--- src/rtl/jpu_mem_pkg.sv ---
// rtl/jpu_mem_pkg.sv - shared types and sizing helpers for JPU memory-style buffers
//
// Contents:
//   clog2                   constant function, ceiling log2 of a positive value
//   FIFO_DEFAULT_LENGTH     default FIFO depth
//   FIFO_DEFAULT_PTR_WIDTH  pointer width derived from the default depth
//   fifo_op_t               accepted operation for one FIFO cycle

package jpu_mem_pkg;

    function automatic int clog2(input int value);
        int result;
        result = 0;
        while ((1 << result) < value) begin
            result = result + 1;
        end
        return result;
    endfunction

    localparam int FIFO_DEFAULT_LENGTH    = 8;
    localparam int FIFO_DEFAULT_PTR_WIDTH = clog2(FIFO_DEFAULT_LENGTH);

    typedef enum logic [1:0] {
        OP_NONE = 2'b00,
        OP_PUSH = 2'b01,
        OP_POP  = 2'b10,
        OP_BOTH = 2'b11
    } fifo_op_t;

endpackage

--- src/rtl/fifo_queue_if.sv ---
// rtl/fifo_queue_if.sv - push/pop handshake and status bundle of fifo_queue
//
// Signals:
//   push      producer requests an enqueue of data_IN
//   pop       consumer requests a dequeue of the head entry
//   data_IN   write data
//   data_OUT  show-ahead head entry, 0 when empty
//   full      occupancy equals length
//   empty     occupancy is zero
//   count     occupancy, 0..length
//   ovf       one-cycle pulse, push rejected while full
//   unf       one-cycle pulse, pop rejected while empty
// Modports:
//   master    the side driving push/pop/data_IN (producer/consumer stage)
//   slave     the FIFO itself

interface fifo_queue_if #(
    parameter int length     = jpu_mem_pkg::FIFO_DEFAULT_LENGTH,
    parameter int data_width = 8
) ();
    import jpu_mem_pkg::*;

    localparam int ptr_width = clog2(length);

    logic                  push;
    logic                  pop;
    logic [data_width-1:0] data_IN;
    logic [data_width-1:0] data_OUT;
    logic                  full;
    logic                  empty;
    logic [ptr_width:0]    count;
    logic                  ovf;
    logic                  unf;

    modport master (
        output push, pop, data_IN,
        input  data_OUT, full, empty, count, ovf, unf
    );

    modport slave (
        input  push, pop, data_IN,
        output data_OUT, full, empty, count, ovf, unf
    );

endinterface

--- src/rtl/fifo_ptr.sv ---
// rtl/fifo_ptr.sv - wrapping pointer counter with increment enable
//
// Ports:
//   clk    rising-edge clock
//   rst    asynchronous active-low clear to 0
//   inc    advance the pointer by one this cycle
//   value  current pointer, wraps modulo 2**width

module fifo_ptr
    import jpu_mem_pkg::*;
#(
    parameter int width = FIFO_DEFAULT_PTR_WIDTH
) (
    input  logic             clk,
    input  logic             rst,
    input  logic             inc,
    output logic [width-1:0] value
);

    // Depth is a power of two, so natural binary overflow is the wrap.
    always_ff @(posedge clk or negedge rst) begin
        if (!rst) begin
            value <= '0;
        end else if (inc) begin
            value <= value + 1'b1;
        end
    end

endmodule

--- src/rtl/fifo_queue.sv ---
// rtl/fifo_queue.sv - show-ahead first-in/first-out buffer for the JPU datapath
//
// Ports:
//   clk  rising-edge clock
//   rst  asynchronous active-low reset; discards all entries
//   bus  fifo_queue_if.slave: push/pop/data_IN in, data_OUT/full/empty/count/ovf/unf out
//
// Parameters:
//   length      number of entries, power of two, at least 2
//   data_width  bits per entry

module fifo_queue
    import jpu_mem_pkg::*;
#(
    parameter int length     = FIFO_DEFAULT_LENGTH,
    parameter int data_width = 8
) (
    input  logic         clk,
    input  logic         rst,
    fifo_queue_if.slave  bus
);

    localparam int ptr_width = clog2(length);
    localparam logic [ptr_width:0] full_count = (ptr_width + 1)'(length);

    logic [data_width-1:0] mem [length];
    logic [ptr_width-1:0]  wr_ptr;
    logic [ptr_width-1:0]  rd_ptr;
    logic [ptr_width:0]    cnt;
    logic                  full_q;
    logic                  empty_q;
    logic                  push_ok;
    logic                  pop_ok;
    logic [length-1:0]     we;
    fifo_op_t              op;

    // Status decodes only from registered occupancy, never from push/pop.
    assign full_q  = (cnt == full_count);
    assign empty_q = (cnt == '0);

    // A full FIFO still takes a push when the head leaves in the same cycle.
    assign push_ok = bus.push && (!full_q || bus.pop);
    assign pop_ok  = bus.pop && !empty_q;

    always_comb begin
        op = OP_NONE;
        unique case ({pop_ok, push_ok})
            2'b01:   op = OP_PUSH;
            2'b10:   op = OP_POP;
            2'b11:   op = OP_BOTH;
            default: op = OP_NONE;
        endcase
    end

    fifo_ptr #(.width(ptr_width)) u_wr_ptr (
        .clk   (clk),
        .rst   (rst),
        .inc   (push_ok),
        .value (wr_ptr)
    );

    fifo_ptr #(.width(ptr_width)) u_rd_ptr (
        .clk   (clk),
        .rst   (rst),
        .inc   (pop_ok),
        .value (rd_ptr)
    );

    always_comb begin
        we = '0;
        for (int i = 0; i < length; i++) begin
            we[i] = push_ok && (wr_ptr == ptr_width'(i));
        end
    end

    // Storage is deliberately left out of reset; empty masks stale words.
    for (genvar g = 0; g < length; g++) begin : g_entry
        always_ff @(posedge clk) begin
            if (we[g]) begin
                mem[g] <= bus.data_IN;
            end
        end
    end

    always_ff @(posedge clk or negedge rst) begin
        if (!rst) begin
            cnt <= '0;
        end else begin
            case (op)
                OP_PUSH: cnt <= cnt + 1'b1;
                OP_POP:  cnt <= cnt - 1'b1;
                default: cnt <= cnt;
            endcase
        end
    end

    // Error pulses: a rejected request this cycle shows for exactly the next one.
    always_ff @(posedge clk or negedge rst) begin
        if (!rst) begin
            bus.ovf <= 1'b0;
            bus.unf <= 1'b0;
        end else begin
            bus.ovf <= bus.push && full_q && !bus.pop;
            bus.unf <= bus.pop && empty_q;
        end
    end

    assign bus.data_OUT = empty_q ? '0 : mem[rd_ptr];
    assign bus.full     = full_q;
    assign bus.empty    = empty_q;
    assign bus.count    = cnt;

endmodule
--- src/flat_wrapper.sv ---
// flat-port wrapper written by rule: the top's interface ports become plain ports
module fifo_queue_flat import jpu_mem_pkg::*;
#(
    parameter int length     = FIFO_DEFAULT_LENGTH,
    parameter int data_width = 8
)
  (clk, rst, bus_push, bus_pop, bus_data_IN, bus_data_OUT, bus_full, bus_empty, bus_count, bus_ovf, bus_unf);
  fifo_queue_if #(.length(length), .data_width(data_width)) bus_i ();
  input  logic clk;
  input  logic rst;
  input wire logic [$bits(bus_i.push)-1:0] bus_push;
  input wire logic [$bits(bus_i.pop)-1:0] bus_pop;
  input wire logic [$bits(bus_i.data_IN)-1:0] bus_data_IN;
  output wire logic [$bits(bus_i.data_OUT)-1:0] bus_data_OUT;
  output wire logic [$bits(bus_i.full)-1:0] bus_full;
  output wire logic [$bits(bus_i.empty)-1:0] bus_empty;
  output wire logic [$bits(bus_i.count)-1:0] bus_count;
  output wire logic [$bits(bus_i.ovf)-1:0] bus_ovf;
  output wire logic [$bits(bus_i.unf)-1:0] bus_unf;
  assign bus_i.push = bus_push;
  assign bus_i.pop = bus_pop;
  assign bus_i.data_IN = bus_data_IN;
  assign bus_data_OUT = bus_i.data_OUT;
  assign bus_full = bus_i.full;
  assign bus_empty = bus_i.empty;
  assign bus_count = bus_i.count;
  assign bus_ovf = bus_i.ovf;
  assign bus_unf = bus_i.unf;
  fifo_queue #(.length(length), .data_width(data_width)) u_core (.clk(clk), .rst(rst), .bus(bus_i));
endmodule
--- config.mk ---
export PLATFORM = sky130hd
export DESIGN_NAME = fifo_queue_flat
export DESIGN_NICKNAME = d
export VERILOG_FILES = /design/src/rtl/jpu_mem_pkg.sv /design/src/rtl/fifo_queue_if.sv /design/src/rtl/fifo_ptr.sv /design/src/rtl/fifo_queue.sv /design/src/flat_wrapper.sv
export SDC_FILE = /design/constraint.sdc
export NUM_CORES = 1
export LEC_CHECK = 0
export BUFFER_PORTS_ARGS = -buffer_cell sky130_fd_sc_hd__buf_2
export CAP_MARGIN = 20
export CELL_PAD_IN_SITES_DETAIL_PLACEMENT = 0
export CELL_PAD_IN_SITES_GLOBAL_PLACEMENT = 1
export CORE_AREA = 5 5 83 85
export DETAILED_ROUTE_END_ITERATION = 10
export DIE_AREA = 0 0 88 90
export PLACE_DENSITY = 0.83
export SLEW_MARGIN = 20
export SYNTH_ARGS = -nofsm -noshare
export SYNTH_HDL_FRONTEND = slang
export SYNTH_HIERARCHICAL = 1
export SYNTH_SLANG_ARGS = --single-unit
--- constraint.sdc ---
create_clock -name clk -period 7.8 [get_ports clk]
set_input_delay 0.78 -clock clk [delete_from_list [all_inputs] [get_ports clk]]
set_output_delay 0.78 -clock clk [all_outputs]
set_load 0.01 [all_outputs]
---- After elaboration in Yosys (flattened, before gate mapping) ----
Memories as Yosys holds them, arrays and structs flattened.
Index checks and enable logic that the tools add are counted.
cells by class
  $add $sub $neg .......................... 4
  equal/unequal tests ..................... 13
  muxes and demuxes ....................... 40
  reduce and logical (&&, ||, !) cells .... 27
operators by type and width
  operator             number
  $mux 8               8
  $reduce_or 8->1      7
  $mux 1               23
  $mux 3               7
  $logic_and 1x1->1    13
  $eq 3x3->1 const B   4
  $pmux 4 s2           1
  $add 3x1->3 const B  2
  $eq 2x2->1 const B   3
  $eq 3x2->1 const B   2
  $pmux 2 s3           1
  $add 4x1->4 const B  1
  $eq 2x1->1 const B   2
  $eq 4x4->1 const B   1
  $logic_not 4->1      1
  $sub 4x1->4 const B  1
  $eq 3x1->1 const B   1
  $logic_not 1->1      3
  $logic_not 3->1      1
  $reduce_bool 2->1    1
  $logic_or 1x1->1     1
word-level totals
  flip-flop bits (word level) ............. 12
  bits in writable memories ............... 64
  bits of input ports ..................... 12
  output and inout bits ................... 16
  logic and storage cells ................. 90
  memories kept ........................... 1
memory list
  name        words  bits a word  read ports  clocked after Yosys merged registers in  wr ports  line              source
  u_core.mem  8      8            1           0                                        1         fifo_queue.sv:26  logic [data_width-1:0] mem [length];

---- Depth between registers and ports, before layout ----
  word-level depth ........................ 15
  mapped depth ............................ 9
  gate-level depth less buffers ........... 8

---- By module ----
The synthesis kept the hierarchy.
by module, submodules not included
  module      instances  cells each  area each (um^2)  sequential area each (um^2)
  fifo_queue  1          145         2942.8            2072.0
  fifo_ptr    2          8           123.9             75.1

---- Worst setup path after synthesis ----
No wires, ideal clock.
  path type ............................... reg-to-reg
  from .................................... register u_core.cnt[1] (netlist: u_core/bus.count[1])
  to ...................................... register u_core.cnt[3] (netlist: u_core/bus.count[3])
  library setup time ...................... 0.140 ns
  data arrival time ....................... 2.385 ns
  data required time ...................... 7.660 ns
  slack ................................... 5.275 ns
  cell stages (with the launch flop) ...... 8
  path buffers ............................ 1
  period minus slack after synthesis ...... 2.525 ns
  cells stage by stage .................... dfrtp_1 > buf_6 > or4b_4 > o21ai_4 > ha_1 > or3b_4 > a2111oi_4 > o221ai_1
between the ends
  word-level cells in the longest chain between the ends .. 8
  elaborated cells on any way between the ends .. 17
  those cells by class .................... add/sub: 2; eq/ne: 6; mux: 2; reduce/logical: 7
RTL lines
  item                                                    line              source
  start: declaration                                      fifo_queue.sv:29  logic [ptr_width:0] cnt;
  start signal: assignment                                fifo_queue.sv:90  OP_PUSH: cnt <= cnt + 1'b1;
  start signal: assignment                                fifo_queue.sv:91  OP_POP: cnt <= cnt - 1'b1;
  start signal: assignment                                fifo_queue.sv:92  default: cnt <= cnt;
  $eq 4x4->1                                              fifo_queue.sv:38  assign full_q = (cnt == full_count);
  $logic_not 1->1                                         fifo_queue.sv:42  assign push_ok = bus.push && (!full_q || bus.pop);
  $logic_or 1x1->1                                        fifo_queue.sv:42
  $logic_and 1x1->1                                       fifo_queue.sv:42
  $eq 2x2->1 / $eq 2x1->1 (equally long branches)         fifo_queue.sv:47  unique case ({pop_ok, push_ok})
  $pmux 2 s3                                              fifo_queue.sv:47
  $eq 2x2->1 / $eq 2x1->1 (equally long branches)         fifo_queue.sv:89  case (op)
  $pmux 4 s2 / $reduce_bool 2->1 (equally long branches)  --
Several ways; a longest one is shown, not always the timed one.
A chain may end at the register's enable or synchronous reset.

---- Final worst setup path ----
  from .................................... register u_core.u_rd_ptr.value[0]
  to ...................................... output bus_data_OUT[1]
between the ends
  word-level cells in the longest chain between the ends .. 2
RTL lines
  item                      line                source
  start: declaration        fifo_ptr.sv:17      output logic [width-1:0] value
  start signal: assignment  fifo_ptr.sv:25      value <= value + 1'b1;
  $mem_v2 8x8               --
  $mux 8                    fifo_queue.sv:108   assign bus.data_OUT = empty_q ? '0 : mem[rd_ptr];
  end: declaration          flat_wrapper.sv:14  output wire logic [$bits(bus_i.data_OUT)-1:0] bus_data_OUT;
No other way between the ends.

==> metrics.md <==
| Metric | Value |
|---|---|
| Root Buffer | clkbuf_8 |
| Outcome | finished clean |
| Detailed-route via count | 1631 |
| Reg2reg setup slack | 5070 ps |
| P&R area growth vs syn | 12.24% |
| Syn avg cell area | 19.82 um2 |
| Syn nets | 178 |
| Global Route Usage Sum | 0.1619 |
| Grt ovf | 0 |
| Critical path arrival | 2300 ps |
| Buffers on Ports | 27 |
| Max Freq | 324.7 MHz |
| Ant diodes | 0 |
| Setup violators final | 0 |
| Top_reg_cell synth | edfxtp_1 |
| Yosys reg bits | 76 |
| Inserted Clock Buffers | 9 |
| Final nets | 215 |
| Clk_skew | 6.051 ps |
| Setup Total Neg Slack | 0 ps |
| CTS Sinks | 76 |
| CP Capture Point | bus_data_OUT[1] |
| Vias per Instance | 5.825 |
| Largest net degree at the start of global routing | 19 |
| Average wire per standard cell | 21.17 um |
| Post-synth EDFFs | 64 |
| Max-slew violations | 0 |
| WS Path Type | reg -> out |
| Die Y | 90 um |
| PwrDens | 358.8 mW/mm2 |
| Max Root-Sink Buffers | 2 |
| Unrepaired setup endpoints after global routing | no |
| Multi-input gate area | 894.6 um2 |
| WL final | 5927 um |
| Core Area | 0.006132 mm2 |
| Clk pin slew, worst setup/hold paths | 70 ps |
| Remaining antenna violation count after routing | 0 |
| Die area | 0.007920 mm2 |
| Row count | 29 |
| GP Congestion | 0.7353 |
| Number of global-route vias before repair | 1772 |
| H-tree depth | 3 |
| Final Hold Viols | 0 |
| Max_cap viols | 0 |
| I/O pin total | 28 |
| Detailed Place HPWL | 3916 um |
| R2R Path Start | u_core/bus.count[0]$_DFFE_PN0P_ |
| # DRC | 0 |
| Asr flop ratio synth | 0.1579 |
| TritonCTS clock tree | yes |
| Fillcell total | 465 |
| YS warnings | 6 |
| Data required, critical path | 7020 ps |
| Start point of the critical path | u_core/u_rd_ptr/value[0]$_DFFE_PN0P_ |
| Least-Margin Pin Slew | 928.6 ps |
| Share of cells above drive strength 1 | 0.3300 |
| Cts repair resizes | 0 |
| Global-route wire length before repair | 9301 um |
| Clock Latency Late Sink | 330 ps |
| Reg2reg path depth | 6 |
| Unique cell type count in the Yosys netlist | 38 |
| Peak supply drop | 0.2016 mV |
| Minimum clock period | 3079 ps |
| Leakage | 0.001299 uW |
| CP startpoint kind | flop |
| Post-CTS setup-driven buffer insertion count | 0 |
| Placed Area | 0.003401 mm2 |
| Post-synthesis sequential area ratio | 0.6965 |
| DR iter-0 viols | 65 |
| Initial core utilization | 0.5203 |
| Max_slew headroom | 0.3787 |
| HP Class | in -> async |
| Die width | 88 um |
| Critical Path End Type | output port |
| Cells after Synth | 161 |
| R2r endpoint | u_core/bus.count[3]$_DFFE_PN0P_ |
| Post-layout instance area | 0.003581 mm2 |
| Hold_buf cts | 0 |
| Area of the mapped netlist | 0.003191 mm2 |
| Initial antenna violation count | 0 |
| Tcrit/Tclk final | 0.3948 |
| Drt first pass iters | 4 |
| Reg area | 0.002222 mm2 |
| Critical path fanouts, max | 11 |
==> sequential cells by signal, indices dropped and copies added (netlist names) <==
name,flops
u_core/u_rd_ptr/value,3
u_core/mem,64
u_core/bus.ovf,1
u_core/bus.count,4
u_core/u_wr_ptr/value,3
u_core/bus.unf,1
==> power by group <==
part	switching, uW	internal (uW)	total (uW)
clock network	131	122	253
registers	92.9	519	612
logic	197	223	420
total	420	865	1280
==> layout make-up <==
class	count	share of cell area
Sequential cell	76	0.6205
Multi-Input combinational cell	74	0.2498
Timing Repair Buffer	33	0.05136
Clock buffer	11	0.03948
Tap cell	77	0.02690
Clock inverter	5	0.007687
Inverter	4	0.004193
==> cell usage after synthesis, types with 2 or more instances <==
cell / instances / share of area
dfrtp_1: 12 / 0.094
nor3_1: 4 / 0.0063
mux2_4: 2 / 0.0094
a22o_1: 8 / 0.022
xnor2_1: 4 / 0.011
ha_1: 5 / 0.020
clkbuf_1: 3 / 0.0035
nand2b_1: 2 / 0.0039
nor2_1: 5 / 0.0059
xor2_1: 3 / 0.0082
mux4_2: 10 / 0.071
nand2_1: 3 / 0.0035
nor2b_1: 3 / 0.0059
mux4_1: 6 / 0.049
buf_6: 2 / 0.0071
inv_1: 4 / 0.0047
edfxtp_1: 64 / 0.60
==> placed cells by master (no fill, tap or decap), drive strengths merged <==
master,n
a2111oi,1
a21o,1
a21oi,1
a22o,8
and2,1
buf,33
clkbuf,11
clkinv,4
clkinvlp,1
dfrtp,12
edfxtp,64
ha,5
inv,4
mux2,3
mux2i,1
mux4,16
nand2,3
nand2b,2
nand3b,1
nor2,5
nor2b,3
nor3,4
nor3b,1
nor4,2
o211ai,1
o21a,1
o21ai,1
o221ai,1
o41ai,1
or3b,1
or4,1
or4b,2
xnor2,4
xor2,3
==> kinds of logic after synthesis <==
group,synth area share
flip-flops,0.6965
adder cells (fa/ha/maj),0.01961
XOR/XNOR,0.01922
AO/OA/AOI/OAI,0.05138
multiplexers,0.1361
buffers and inverters,0.02313
AND/OR/NAND/NOR,0.05412
==> worst min-delay path by stage <==
stage                                               from                              endpoint  slack, ps  cells after the start
floorplan           u_core/u_rd_ptr/value[2]$_DFFE_PN0P_  u_core/u_rd_ptr/value[2]$_DFFE_PN0P_        460                      1
global route                                         rst       u_core/bus.count[3]$_DFFE_PN0P_        330                      1
global placement    u_core/u_rd_ptr/value[2]$_DFFE_PN0P_  u_core/u_rd_ptr/value[2]$_DFFE_PN0P_        470                      1
finish                                               rst              u_core/bus.unf$_DFF_PN0_        320                      1
detailed placement  u_core/u_rd_ptr/value[2]$_DFFE_PN0P_  u_core/u_rd_ptr/value[2]$_DFFE_PN0P_        480                      1
CTS                                                  rst       u_core/bus.count[2]$_DFFE_PN0P_        300                      1
==> routing by layer <==
metal,global-route usage,vias to the layer above,wire (um)
met5,0,-,0
met4,0.07289,0,88
met3,0.03291,9,440
met2,0.2651,66,3129
met1,0.2054,825,2269
li1,-,731,-
==> through the flow <==
step / instances / util / power [uW] / setup slack [ps] / hold slack, ps
4_1_cts: 279 / 0.5821 / 1295 / 4529 / 304.8
2_1_floorplan: 161 / - / 915.4 / 5275 / 459.4
5_1_grt: 280 / 0.5840 / 1354 / 4566 / 328.5
3_5_place_dp: 263 / 0.5546 / 1043 / 4900 / 480.4
3_3_place_gp: 263 / 0.5546 / 1010 / 4988 / 473.6
6_report: 280 / 0.5840 / 1285 / 4721 / 315.1
==> critical path, cell delays in order, from the launching register on <==
cell and delay, ps:
dfrtp_1 770, buf_6 250, mux4_1 570, a22o_1 240
buf_2 140
(Power assumes the default switching activity.)
